--- config.mk ---
export PLATFORM = sky130hd
export DESIGN_NAME = ex_muldiv_flat
export DESIGN_NICKNAME = d
export VERILOG_FILES = /design/src/rtl/ex_muldiv_pkg.sv /design/src/rtl/ex_muldiv_if.sv /design/src/rtl/ex_muldiv.sv /design/src/flat_wrapper.sv
export SDC_FILE = /design/constraint.sdc
export NUM_CORES = 1
export LEC_CHECK = 0
export ABC_AREA = 1
export CORE_MARGIN = 2
export CORE_UTILIZATION = 45
export DETAILED_ROUTE_END_ITERATION = 10
export GPL_TIMING_DRIVEN = 0
export PLACE_DENSITY = 0.66
export SYNTH_ARGS = -nofsm -noshare
export SYNTH_HDL_FRONTEND = slang
export SYNTH_SLANG_ARGS = --single-unit
--- constraint.sdc ---
create_clock -name clk -period 3.2 [get_ports clk]
set_input_delay 0.8 -clock clk [delete_from_list [all_inputs] [get_ports clk]]
set_output_delay 0.8 -clock clk [all_outputs]
set_load 0.01 [all_outputs]
--- src/rtl/ex_muldiv_pkg.sv ---
// Shared constants, operation record and decode helpers for the EX-stage RV32M unit.
package ex_muldiv_pkg;

    localparam int XLEN_DEF = 32;

    localparam logic [6:0] OP_OP         = 7'b0110011;
    localparam logic [6:0] MULDIV_FUNCT7 = 7'b0000001;

    localparam logic [2:0] MUL_F3    = 3'b000;
    localparam logic [2:0] MULH_F3   = 3'b001;
    localparam logic [2:0] MULHSU_F3 = 3'b010;
    localparam logic [2:0] MULHU_F3  = 3'b011;
    localparam logic [2:0] DIV_F3    = 3'b100;
    localparam logic [2:0] DIVU_F3   = 3'b101;
    localparam logic [2:0] REM_F3    = 3'b110;
    localparam logic [2:0] REMU_F3   = 3'b111;

    localparam logic [1:0] MD_IDLE = 2'd0;
    localparam logic [1:0] MD_CALC = 2'd1;
    localparam logic [1:0] MD_DONE = 2'd2;

    // Everything about the in-flight instruction that must survive pipeline bubbles.
    typedef struct packed {
        logic [2:0] f3;
        logic [4:0] wd;
        logic       wreg;
        logic       neg_a;   // rs1 was treated as signed and negative
        logic       neg_b;   // rs2 was treated as signed and negative
        logic       dz;      // divisor was zero
    } md_op_t;

    function automatic logic is_div(input logic [2:0] f3);
        return f3[2];
    endfunction

    function automatic logic rs1_signed(input logic [2:0] f3);
        return (f3 == MULH_F3) || (f3 == MULHSU_F3) || (f3 == DIV_F3) || (f3 == REM_F3);
    endfunction

    function automatic logic rs2_signed(input logic [2:0] f3);
        return (f3 == MULH_F3) || (f3 == DIV_F3) || (f3 == REM_F3);
    endfunction

endpackage

--- src/rtl/ex_muldiv_if.sv ---
// Bundle between the id_ex stage register / ctrl and the mul-div unit.
interface ex_muldiv_if #(parameter int XLEN = 32);

    logic [6:0]      ex_aluop;
    logic [2:0]      ex_alufunct3;
    logic [6:0]      ex_alufunct7;
    logic [XLEN-1:0] ex_reg1;
    logic [XLEN-1:0] ex_reg2;
    logic [4:0]      ex_wd;
    logic            ex_wreg;

    logic [XLEN-1:0] md_result;
    logic [4:0]      md_wd;
    logic            md_wreg;
    logic            md_valid;
    logic            stallreq;

    modport master (
        output ex_aluop, ex_alufunct3, ex_alufunct7, ex_reg1, ex_reg2, ex_wd, ex_wreg,
        input  md_result, md_wd, md_wreg, md_valid, stallreq
    );

    modport slave (
        input  ex_aluop, ex_alufunct3, ex_alufunct7, ex_reg1, ex_reg2, ex_wd, ex_wreg,
        output md_result, md_wd, md_wreg, md_valid, stallreq
    );

endinterface

--- src/rtl/ex_muldiv.sv ---
// Multi-cycle RV32M unit: shared shift-add multiply / restoring divide on one
// 2*XLEN accumulator, operating on magnitudes with a sign fix at the end.
//
//  state   | meaning
//  --------+---------------------------------------------------------------
//  MD_IDLE | waiting for a MUL*/DIV*/REM* instruction; start cycle stalls
//  MD_CALC | one iteration per cycle, cnt counts XLEN..1, pipeline stalled
//  MD_DONE | result presented for one cycle, md_valid/md_wreg pulse
module ex_muldiv
    import ex_muldiv_pkg::*;
#(
    parameter int XLEN          = XLEN_DEF,
    parameter bit ZERO_SHORTCUT = 1'b1
) (
    input  logic     clk,
    input  logic     rst,
    ex_muldiv_if.slave bus
);

    localparam int CW = $clog2(XLEN + 1);

    logic [1:0]        state, state_nxt;
    logic [CW-1:0]     cnt, cnt_nxt;
    logic [2*XLEN-1:0] acc, acc_nxt;
    logic [XLEN-1:0]   opd, opd_nxt;
    md_op_t            op, op_nxt;
    logic [XLEN-1:0]   res, res_nxt;

    logic              start;
    logic              neg_a_in, neg_b_in;
    logic [XLEN-1:0]   mag_a, mag_b;
    logic              zero_in;

    logic [XLEN:0]     mul_sum;
    logic [2*XLEN-1:0] mul_step;
    logic [XLEN:0]     div_diff;
    logic [2*XLEN-1:0] div_step;

    // Final sign correction and word select, applied to the finished accumulator.
    function automatic logic [XLEN-1:0] post_fix(input logic [2*XLEN-1:0] a, input md_op_t o);
        logic [2*XLEN-1:0] prod;
        logic [XLEN-1:0]   quot;
        logic [XLEN-1:0]   rem;
        logic [XLEN-1:0]   r;
        prod = (o.neg_a ^ o.neg_b) ? -a : a;
        // x/0 must give all ones regardless of the dividend sign
        quot = ((o.neg_a ^ o.neg_b) && !o.dz) ? -a[XLEN-1:0] : a[XLEN-1:0];
        rem  = o.neg_a ? -a[2*XLEN-1:XLEN] : a[2*XLEN-1:XLEN];
        case (o.f3)
            MUL_F3:                       r = prod[XLEN-1:0];
            MULH_F3, MULHSU_F3, MULHU_F3: r = prod[2*XLEN-1:XLEN];
            DIV_F3, DIVU_F3:              r = quot;
            default:                      r = rem;
        endcase
        return r;
    endfunction

    // Start decode and operand pre-processing from the live id_ex outputs.
    always_comb begin
        start    = rst && (state == MD_IDLE) &&
                   (bus.ex_aluop == OP_OP) && (bus.ex_alufunct7 == MULDIV_FUNCT7);
        neg_a_in = rs1_signed(bus.ex_alufunct3) && bus.ex_reg1[XLEN-1];
        neg_b_in = rs2_signed(bus.ex_alufunct3) && bus.ex_reg2[XLEN-1];
        mag_a    = neg_a_in ? -bus.ex_reg1 : bus.ex_reg1;
        mag_b    = neg_b_in ? -bus.ex_reg2 : bus.ex_reg2;
        zero_in  = is_div(bus.ex_alufunct3) ? (bus.ex_reg2 == '0)
                                            : ((bus.ex_reg1 == '0) || (bus.ex_reg2 == '0));
    end

    // One iteration of each algorithm; acc = {hi, lo}, opd = multiplicand or divisor.
    always_comb begin
        mul_sum  = {1'b0, acc[2*XLEN-1:XLEN]} + {1'b0, opd};
        mul_step = acc[0] ? {mul_sum, acc[XLEN-1:1]} : {1'b0, acc[2*XLEN-1:1]};
        div_diff = acc[2*XLEN-1:XLEN-1] - {1'b0, opd};
        div_step = div_diff[XLEN] ? {acc[2*XLEN-2:0], 1'b0}
                                  : {div_diff[XLEN-1:0], acc[XLEN-2:0], 1'b1};
    end

    // Next-state, datapath and result register update.
    always_comb begin
        state_nxt = state;
        cnt_nxt   = cnt;
        acc_nxt   = acc;
        opd_nxt   = opd;
        op_nxt    = op;
        res_nxt   = res;
        case (state)
            MD_IDLE: begin
                if (start) begin
                    op_nxt.f3    = bus.ex_alufunct3;
                    op_nxt.wd    = bus.ex_wd;
                    op_nxt.wreg  = bus.ex_wreg;
                    op_nxt.neg_a = neg_a_in;
                    op_nxt.neg_b = neg_b_in;
                    op_nxt.dz    = (bus.ex_reg2 == '0);
                    opd_nxt      = mag_b;
                    acc_nxt      = {{XLEN{1'b0}}, mag_a};
                    cnt_nxt      = CW'(XLEN);
                    state_nxt    = MD_CALC;
                    if (ZERO_SHORTCUT && zero_in) begin
                        // preload what the full iteration would have produced
                        acc_nxt   = is_div(bus.ex_alufunct3) ? {mag_a, {XLEN{1'b1}}} : '0;
                        state_nxt = MD_DONE;
                    end
                end
            end
            MD_CALC: begin
                acc_nxt = is_div(op.f3) ? div_step : mul_step;
                cnt_nxt = cnt - 1'b1;
                if (cnt == CW'(1)) begin
                    state_nxt = MD_DONE;
                end
            end
            MD_DONE: begin
                state_nxt = MD_IDLE;
            end
            default: begin
                state_nxt = MD_IDLE;
            end
        endcase
        if (state_nxt == MD_DONE) begin
            res_nxt = post_fix(acc_nxt, op_nxt);
        end
    end

    // State, accumulator and latched-operation registers.
    always_ff @(posedge clk or negedge rst) begin
        if (!rst) begin
            state <= MD_IDLE;
            cnt   <= '0;
            acc   <= '0;
            opd   <= '0;
            op    <= '0;
            res   <= '0;
        end else begin
            state <= state_nxt;
            cnt   <= cnt_nxt;
            acc   <= acc_nxt;
            opd   <= opd_nxt;
            op    <= op_nxt;
            res   <= res_nxt;
        end
    end

    // Outputs decoded from registered state only, except the start-cycle stall.
    always_comb begin
        bus.md_result = res;
        bus.md_wd     = op.wd;
        bus.md_valid  = (state == MD_DONE);
        bus.md_wreg   = (state == MD_DONE) && op.wreg;
        bus.stallreq  = start || (state == MD_CALC);
    end

endmodule

--- src/flat_wrapper.sv ---
// flat-port wrapper written by rule: the top's interface ports become plain ports
module ex_muldiv_flat import ex_muldiv_pkg::*;
#(
    parameter int XLEN          = XLEN_DEF,
    parameter bit ZERO_SHORTCUT = 1'b1
)
  (clk, rst, bus_ex_aluop, bus_ex_alufunct3, bus_ex_alufunct7, bus_ex_reg1, bus_ex_reg2, bus_ex_wd, bus_ex_wreg, bus_md_result, bus_md_wd, bus_md_wreg, bus_md_valid, bus_stallreq);
  ex_muldiv_if #(.XLEN(XLEN)) bus_i ();
  input  logic clk;
  input  logic rst;
  input wire logic [$bits(bus_i.ex_aluop)-1:0] bus_ex_aluop;
  input wire logic [$bits(bus_i.ex_alufunct3)-1:0] bus_ex_alufunct3;
  input wire logic [$bits(bus_i.ex_alufunct7)-1:0] bus_ex_alufunct7;
  input wire logic [$bits(bus_i.ex_reg1)-1:0] bus_ex_reg1;
  input wire logic [$bits(bus_i.ex_reg2)-1:0] bus_ex_reg2;
  input wire logic [$bits(bus_i.ex_wd)-1:0] bus_ex_wd;
  input wire logic [$bits(bus_i.ex_wreg)-1:0] bus_ex_wreg;
  output wire logic [$bits(bus_i.md_result)-1:0] bus_md_result;
  output wire logic [$bits(bus_i.md_wd)-1:0] bus_md_wd;
  output wire logic [$bits(bus_i.md_wreg)-1:0] bus_md_wreg;
  output wire logic [$bits(bus_i.md_valid)-1:0] bus_md_valid;
  output wire logic [$bits(bus_i.stallreq)-1:0] bus_stallreq;
  assign bus_i.ex_aluop = bus_ex_aluop;
  assign bus_i.ex_alufunct3 = bus_ex_alufunct3;
  assign bus_i.ex_alufunct7 = bus_ex_alufunct7;
  assign bus_i.ex_reg1 = bus_ex_reg1;
  assign bus_i.ex_reg2 = bus_ex_reg2;
  assign bus_i.ex_wd = bus_ex_wd;
  assign bus_i.ex_wreg = bus_ex_wreg;
  assign bus_md_result = bus_i.md_result;
  assign bus_md_wd = bus_i.md_wd;
  assign bus_md_wreg = bus_i.md_wreg;
  assign bus_md_valid = bus_i.md_valid;
  assign bus_stallreq = bus_i.stallreq;
  ex_muldiv #(.XLEN(XLEN), .ZERO_SHORTCUT(ZERO_SHORTCUT)) u_core (.clk(clk), .rst(rst), .bus(bus_i));
endmodule
After elaboration in Yosys (flattened, before gate mapping):

Index checks and enable logic that the tools add are counted.

* register bits after elaboration: 148
* bits in latches: 0
* RAM bits: 0
* bits in read-only memories: 0
* input bits: 89
* logic and storage cells: 82
* memories: 0

* add/subtract/negate cells: 8
* multipliers: 0
* div/mod/pow operators: 0
* $lt $le $gt $ge: 0
* equality and inequality tests: 16
* shift operators: 0
* muxes and demuxes: 22
* bitwise operators: 1
* reductions and logical operators: 24

Operators with widths (count)
* two-way mux 64 bit: 7
* two-way mux 32 bit: 4
* negation 32 bit: 4
* case mux 64 bit (2 select lines): 1
* case mux 32 bit (3 select lines): 1
* zero test 32 bit: 2
* negation 64 bit: 1
* adder 32 x 32 -> 33 bit: 1
* subtractor 33 x 32 -> 33 bit: 1
* two-way mux 12 bit: 2
* equality test 3 bit, second input constant: 4
* case mux 6 bit (2 select lines): 1
* equality test 3 x 2 -> 1 bit, second input constant: 3
* equality test 7 x 1 -> 1 bit, second input constant: 1
* equality test 7 x 6 -> 1 bit, second input constant: 1
* logical AND 1 bit: 7
* logical OR 1 bit: 7
* equality test 3 x 1 -> 1 bit, second input constant: 2
* equality test 6 x 1 -> 1 bit, second input constant: 1
* two-way mux 2 bit: 3
* two-way mux 6 bit: 1
* subtractor 6 x 1 -> 6 bit, second input constant: 1
* equality test 2 bit, second input constant: 2
* case mux 2 bit (2 select lines): 1
* other kinds (11): 12

Logic depth before layout (Yosys ltp):

Gate-level depths: netlist of the first run.

* depth after elaboration: 13
* depth in mapped cells: 34

Least setup slack after synthesis of the first run:

Ideal clock, no wire load.

* path kind: in2reg
* start point: in bus_ex_reg1[1]
* end point: reg u_core.res[30], in the netlist u_core.bus.md_result[30]
* setup time: 113 ps
* arrival: 3507 ps
* required time: 3087 ps
* setup slack: -419 ps
* stages on the path: 25
* path buffers: 1
* path through: inv_1 > ha_1 > nand3_2 > nor3_2 > nand4_2 > nand2_4 > nand3_4 > buf_4 > nand3_2 > nand3_4 > inv_1 > ha_1 > nand3_2 > nor2_2 > nand2_1 > nor2_2 > nand2_1 > inv_1 > nand2_1 > o21ai_0 > nand3_1 > nand2_1 > nand3_1 > nand2_1 > inv_1

* cells in the longest elaborated chain, start to end: 9
* elaborated cells between the ends (all ways): 20

RTL lines
* start, declared: RTL line flat_wrapper.sv:14 `input wire logic [$bits(bus_i.ex_reg1)-1:0] bus_ex_reg1;`
* zero test 32 bit *: RTL line ex_muldiv.sv:67 `: ((bus.ex_reg1 == '0) || (bus.ex_reg2 == '0));`
* logical OR 1 bit *: RTL line ex_muldiv.sv:67
* two-way mux 1 bit *: RTL line ex_muldiv.sv:66 `zero_in = is_div(bus.ex_alufunct3) ? (bus.ex_reg2 == '0)`
* two-way mux 64 bit *: RTL line ex_muldiv.sv:100 `if (ZERO_SHORTCUT && zero_in) begin`
* two-way mux 64 bit *: RTL line ex_muldiv.sv:89 `if (start) begin`
* case mux 64 bit (2 select lines) *: RTL line ex_muldiv.sv:87 `case (state)`
* via u_core.acc_nxt[0]: RTL line ex_muldiv.sv:24 `logic [2*XLEN-1:0] acc, acc_nxt;`
* negation 64 bit or negation 32 bit (tied branches): RTL line ex_muldiv.sv:45, ex_muldiv.sv:47
* two-way mux 64 bit or two-way mux 32 bit (tied branches): RTL line ex_muldiv.sv:45, ex_muldiv.sv:47
* case mux 32 bit (3 select lines) *: RTL line ex_muldiv.sv:49 `case (o.f3)`
* end signal, assigned: RTL line ex_muldiv.sv:141 `res <= res_nxt;`
* end, declared: RTL line ex_muldiv.sv:27 `logic [XLEN-1:0] res, res_nxt;`

The timed path passes the listed nets; every way through them passes the cells marked *.
A chain may end at the register's enable or synchronous reset.

Worst setup path in the final report of the first run:

* start point: reg u_core.acc[62]
* end point: reg u_core.res[1], in the netlist u_core.bus.md_result[1]

* cells in the longest elaborated chain, start to end: 7
* elaborated cells between the ends (all ways): 11

RTL lines
* start, declared: RTL line ex_muldiv.sv:24
* start signal, assigned: RTL line ex_muldiv.sv:138 `acc <= acc_nxt;`
* subtractor 33 x 32 -> 33 bit *: RTL line ex_muldiv.sv:74 `div_diff = acc[2*XLEN-1:XLEN-1] - {1'b0, opd};`
* two-way mux 64 bit *: RTL line ex_muldiv.sv:75 `div_step = div_diff[XLEN] ? {acc[2*XLEN-2:0], 1'b0}`
* two-way mux 64 bit *: RTL line ex_muldiv.sv:108 `acc_nxt = is_div(op.f3) ? div_step : mul_step;`
* case mux 64 bit (2 select lines) *: RTL line ex_muldiv.sv:87
* via u_core.acc_nxt[0]: RTL line ex_muldiv.sv:24
* negation 64 bit or negation 32 bit (tied branches): RTL line ex_muldiv.sv:45, ex_muldiv.sv:47
* two-way mux 64 bit or two-way mux 32 bit (tied branches): RTL line ex_muldiv.sv:45, ex_muldiv.sv:47
* case mux 32 bit (3 select lines) *: RTL line ex_muldiv.sv:49

Marks and branches as above.

==> results_dict.tcl, run 1 <==
set metrics [dict create \
    h-tree-depth 4 \
    clkTransAtPathRegs_ns 0.07 \
    status "finished with violations" \
    slew_viol_final 0 \
    cts.sinks 148 \
    r2r-end "u_core.bus.md_result[1]$_DFFE_PN0N_" \
    p_leak_nw 13.0 \
    relSlewSlack_pct 42.4 \
    n_antenna_cell 0 \
    rr_startpoint "u_core.acc[62]$_DFF_PN0_" \
    hold_buffers 0 \
    syn-num-nets 3757 \
    synthFlopType "dfrtp_1" \
    drc 0 \
    start_kind "flop" \
    netlist_instances 3596 \
    clockBufferDepth 2 \
    period_share_pct 122 \
    hold_viol 0 \
    core_um2 43900 \
    grt_pass1_wl_mm 140 \
    end_kind "flop" \
    grt_setup_unrepaired "true" \
    timing.hold.ws_ns 0.170 \
    violations "setup timing" \
    grt_max_degree 114 \
    rr_worst_depth 24 \
    hold_class "in2async" \
    ios 129 \
    critPathLaunch "u_core.acc[62]$_DFF_PN0_" \
    wl_per_cell_um 20.8 \
    cts_tree "done" \
    drtIter0Drc 3013 \
    initial_core_util_pct 45.3 \
    numCtsBuffers 17 \
    cp.required_ns 3.59 \
    layout.nets 4077 \
    async_flop_share_pct 100 \
    finalInstanceArea_um2 26500 \
    gr-usage-all-layers_pct 40.0 \
    dp_hpwl_mm 71.7 \
    period_needed_ns 3.90 \
    wl_mm 94.0 \
    crit_type "reg2reg" \
    final_cells 4521 \
    postRouteAntennaNets 0 \
    worstSkewPairLatency_ns 0.50 \
    die_w_um 214 \
    synthDistinctLibCells 58 \
    grt_overflow_total 0 \
    peakVddDrop_mv 0.335 \
    cp_max_fo 5 \
    num_rows 77 \
    worst_slack_ns -0.695 \
    tns_ns -20.07 \
    synth_edf_count 0 \
    die_h_um 214 \
    numPortBuffers 128 \
    power.density_nw_per_um2 257 \
    worstMarginPinSlew_ns 0.864 \
    dieArea_um2 45900 \
    drive_gt1_share_pct 23.5 \
    grt_pass1_vias 23600 \
    worst_ep_arrival_time_ns 4.28 \
    fill_cells 4506 \
    synth_seq_cells 148 \
    drtPass1Iterations 8 \
    synth.yosys.seq_area_share_pct 18.6 \
    synth.avg_cell_area_um2 5.54 \
    yosysWarnings 0 \
    routabilityCongestion 1.05 \
    dpl_cell_area_um2 22100 \
    clock_skew_ns 0.0133 \
    syn_area_um2 19900 \
    cts-root-buf "clkbuf_16" \
    post-place-cells 4317 \
    post-route-util_pct 60.4 \
    vias 25400 \
    rrSetupSlack_ns -0.70 \
    fmax_ghz 0.257 \
    cap_violations 0 \
    setup_violations 34 \
    final_cell_mix "1088 x nand2_1, 472 x inv_1, 255 x nor2_1" \
    via_per_inst 5.63 \
    area_growth_syn_to_layout_pct 33.2 \
    antenna_found_initial 0 \
    final_common_cell "nand2_1" \
]
## synth_stat cells, types with 6 or more instances
cell / number / area [µm²]
nand2_1: 1238 / 4650
inv_1: 497 / 1870
nor2_1: 338 / 1270
nand3_1: 303 / 1520
o21ai_0: 219 / 1100
a21oi_1: 190 / 951
dfrtp_1: 148 / 3700
ha_1: 70 / 876
clkbuf_1: 54 / 203
nand2_2: 53 / 332
o21ai_1: 47 / 235
xor2_1: 47 / 412
nand4_1: 46 / 288
buf_2: 33 / 165
nor2_2: 32 / 200
nor3_1: 28 / 140
or2_2: 26 / 163
inv_2: 25 / 93.8
xnor2_1: 22 / 193
nand3b_1: 17 / 128
o21bai_1: 13 / 97.6
a21boi_0: 12 / 90.1
buf_4: 12 / 90.1
nand2_4: 10 / 113
nand3_2: 10 / 100
o211ai_1: 9 / 67.6
o22ai_1: 8 / 50.1
a21boi_1: 7 / 52.6
buf_1: 7 / 26.3
a21oi_2: 6 / 52.6
a31oi_1: 6 / 37.5
and2_1: 6 / 37.5
## through the flow
stage               worst slack [ns]  total power (W)
detailed placement             -1.97          0.00429
CTS                           -0.639          0.00661
finish                        -0.695          0.00682
floorplan                     -0.225          0.00348
global route                  -0.859          0.00715
global placement               -7.71          0.00428
## registers in the layout, indices dropped and copies added (netlist names)
name / count
u_core.acc: 64
u_core.bus.md_result: 32
u_core.bus.md_wd: 5
u_core.cnt: 6
u_core.op: 7
u_core.opd: 32
u_core.state: 2
## where the power goes
group	internal [W]	leakage, nW	switching [W]
Clock	0.00101	0.261	0.000950
Combinational	0.000999	10.9	0.00186
Sequential	0.00192	1.79	0.0000915
## layout make-up
type,instances,area (µm²),area share [%]
multi-input combinational,2810,16100,60.8
sequential,148,3770,14.2
timing repair buffer,301,2730,10.3
inverter,527,2000,7.54
tap,592,741,2.79
buffer,111,623,2.35
clock buffer,18,429,1.62
clock inverter,14,118,0.443
## cells by family (layout without fill, tap and decap cells)
logic type               count (synthesis)  after routing  share of synthesized area, %
flip-flops                             148            148                          18.6
AO/OA/AOI/OAI                          539            539                          14.8
AND/OR/NAND/NOR                       2130           2130                          46.3
adder cells (fa/ha/maj)                 72             72                          4.60
XOR/XNOR                                69             69                          3.04
buffers and inverters                  638            971                          12.7
## worst max-delay path: stages, from the launching register on
cell,delay [ns]
dfrtp_2,0.48
ha_2,0.35
a21o_1,0.21
nor2_1,0.12
nand2_1,0.10
a21oi_4,0.25
nand2_4,0.11
nand2_4,0.09
nand2_4,0.07
buf_12,0.15
o21ai_4,0.14
nand3_4,0.13
buf_4,0.16
buf_6,0.12
nor2_8,0.12
nand2_4,0.09
nor2_4,0.15
buf_12,0.13
nand3_4,0.09
nand2_4,0.07
nand2_1,0.06
nand3_2,0.08
nand4_1,0.24
o21bai_1,0.22
inv_1,0.05
## per-layer routing
metal	global-route usage [%]	wire (µm)	vias to the layer above
met5	0	0	-
met4	25.3	7220	0
met3	8.94	9640	374
met2	62.7	40800	1420
met1	50.0	36300	11600
li1	-	-	12100
## how the worst max path moves through the flow
stage / depth (start not counted) / endpoint / slack [ns]
floorplan: 25 / u_core.bus.md_result[30]$_DFFE_PN0N_ / -0.23
global placement: 18 / u_core.bus.md_result[15]$_DFFE_PN0N_ / -7.71
detailed placement: 15 / u_core.bus.md_result[15]$_DFFE_PN0N_ / -1.97
CTS: 30 / u_core.bus.md_result[14]$_DFFE_PN0N_ / -0.64
global route: 30 / u_core.bus.md_result[14]$_DFFE_PN0N_ / -0.86
finish: 24 / u_core.bus.md_result[1]$_DFFE_PN0N_ / -0.70
## what timing repair did
action / 4_1_cts / 5_1_grt
setup endpoints to repair: 52 / 39
pin swaps: 133 / 111
setup buffers: 136 / 34
cloned: 2 / 1
gates resized for setup: 493 / 209
Power figures use the tool's default switching activity.
==> run 2, diff against run 1 <==
- SETUP_SLACK_MARGIN: not set -> 0.5
==> run 2 against run 1 <==
Net effect: the flow still finishes with violations (setup timing); first-iteration DRC count down 4.2%; critical path depth up 4; final cell count up 0.38%; sequential share of layout area down 0.30 points; via count up 2.1%; fmax down 1.9%; wire length up 2.7%; largest cell class unchanged.
==> results_dict.tcl, run 2 (synthesis results as in run 1) <==
set metrics [dict create \
    die_h_um 214 \
    cp_max_fo 6 \
    p_leak_nw 13.5 \
    die_w_um 214 \
    clkTransAtPathRegs_ns 0.07 \
    drive_gt1_share_pct 25.1 \
    regArea_um2 3770 \
    gr-usage-all-layers_pct 40.8 \
    clock_skew_ns 0.0184 \
    drtPass1Iterations 9 \
    crit_type "reg2reg" \
    cap_violations 0 \
    final_cell_mix "1077 x nand2_1, 467 x inv_1, 249 x nand3_1" \
    antenna_found_initial 2 \
    hold_class "in2async" \
    vias 26000 \
    tns_ns -20.48 \
    largest_reg_flops 64 \
    grt_pass1_wl_mm 142 \
    top_register "u_core.acc" \
    period_needed_ns 3.97 \
    post-route-util_pct 61.7 \
    start_kind "flop" \
    area_growth_syn_to_layout_pct 36.2 \
    grt_overflow_total 0 \
    drtIter0Drc 2885 \
    h-tree-depth 4 \
    cts.sinks 148 \
    worstSkewPairLatency_ns 0.50 \
    path_delay_family "simple AND/OR/NAND/NOR gates" \
    status "finished with violations" \
    routabilityCongestion 1.07 \
    critPathLaunch "u_core.acc[34]$_DFF_PN0_" \
    grt_pass1_vias 23900 \
    timing.hold.ws_ns 0.160 \
    num_rows 77 \
    wl_per_cell_um 21.3 \
    postRouteAntennaNets 0 \
    wl_mm 96.5 \
    worst_slack_ns -0.770 \
    dp_hpwl_mm 71.9 \
    grt_max_degree 46 \
    fill_cells 4337 \
    final_cells 4538 \
    numPortBuffers 128 \
    hold_viol 0 \
    rr_startpoint "u_core.acc[34]$_DFF_PN0_" \
    core_um2 43900 \
    setup_violations 32 \
    period_share_pct 124 \
    dieArea_um2 45900 \
    crit_cells 28 \
    final_common_cell "nand2_1" \
    crit_slowest_cell "dfrtp_2" \
    rr_worst_depth 28 \
    cp.required_ns 3.59 \
    relSlewSlack_pct 41.9 \
    cts-root-buf "clkbuf_16" \
    via_per_inst 5.72 \
    violations "setup timing" \
    end_kind "flop" \
    numCtsBuffers 17 \
    power.density_nw_per_um2 256 \
    ios 129 \
    cp-endpoint "u_core.bus.md_result[30]$_DFFE_PN0N_" \
    cts_tree "done" \
    worst-path-buf-inv 4 \
    r2r-end "u_core.bus.md_result[30]$_DFFE_PN0N_" \
    fmax_ghz 0.252 \
    layout.nets 4093 \
    clockBufferDepth 2 \
    post-place-cells 4317 \
    worstMarginPinSlew_ns 0.871 \
    worst_ep_arrival_time_ns 4.36 \
    drc 0 \
    rrSetupSlack_ns -0.77 \
    grt_setup_unrepaired "true" \
    slew_viol_final 0 \
    peakVddDrop_mv 0.368 \
    cp_common_cell "nand2_4" \
    max_stage_delay_ns 0.56 \
    initial_core_util_pct 45.3 \
    multi_input_area_um2 16300 \
]
-- run 2: routing by layer --
layer	vias up	track usage (%)	wire length [µm]
met5	-	0.208	15
met4	2	28.7	8380
met3	444	10.7	10700
met2	1586	62.4	41000
met1	11800	50.0	36300
li1	12100	-	-
-- run 2: worst min path at each step --
| stage | to | cells after the start | slack [ns] |
|---|---|---|---|
| floorplan | u_core.op[3]$_DFFE_PN0P_ | 2 | 0.44 |
| global placement | u_core.bus.md_result[14]$_DFFE_PN0N_ | 2 | 0.47 |
| detailed placement | u_core.bus.md_wd[0]$_DFFE_PN0P_ | 2 | 0.47 |
| CTS | u_core.acc[41]$_DFF_PN0_ | 1 | 0.15 |
| global route | u_core.acc[41]$_DFF_PN0_ | 1 | 0.14 |
| finish | u_core.acc[41]$_DFF_PN0_ | 1 | 0.16 |
-- run 2: stage by stage --
step	total power [W]	worst slack, ns	cell area, µm²
3_5_place_dp	0.00429	-2.46	22100
3_3_place_gp	0.00428	-7.80	22100
5_1_grt	0.00723	-0.887	27100
6_report	0.00694	-0.770	27100
4_1_cts	0.00661	-0.617	25300
2_1_floorplan	0.00348	-0.225	20100
-- run 2: layout make-up --
cell class / count / share of cell area, %
flip-flops and latches: 148 / 13.9
diodes: 1 / 0.00923
inverters: 527 / 7.50
clock buffers: 18 / 1.58
plain buffers: 111 / 2.59
clock inverters: 14 / 0.503
well taps: 592 / 2.73
repair buffers: 317 / 11.2
multi-input cells: 2810 / 60.0
-- run 2: timing repair --
item                                    4_1_cts  5_1_grt
pin swaps                                    94      125
setup buffers                               119       62
hold buffers                                  0        0
endpoints found under the setup margin      151      114
gates cloned                                  6        1
resized for setup                           469      399
-- run 2: worst register-to-register path, delay by kind of cell (launching register included) --
| kind | cells | cell delay (ns) |
|---|---|---|
| and+or+nand+nor | 20 | 2.18 |
| DFF | 1 | 0.56 |
| adders and majority gates | 2 | 0.53 |
| buffers and inverters | 4 | 0.32 |
| AOI/OAI and AO/OA | 2 | 0.26 |
-- run 2: report_power, final --
part           internal (W)  switching, W  total [W]
registers           0.00192     0.0000881    0.00201
logic               0.00101       0.00189    0.00291
clock network       0.00103       0.00100    0.00203
total               0.00395       0.00298    0.00694
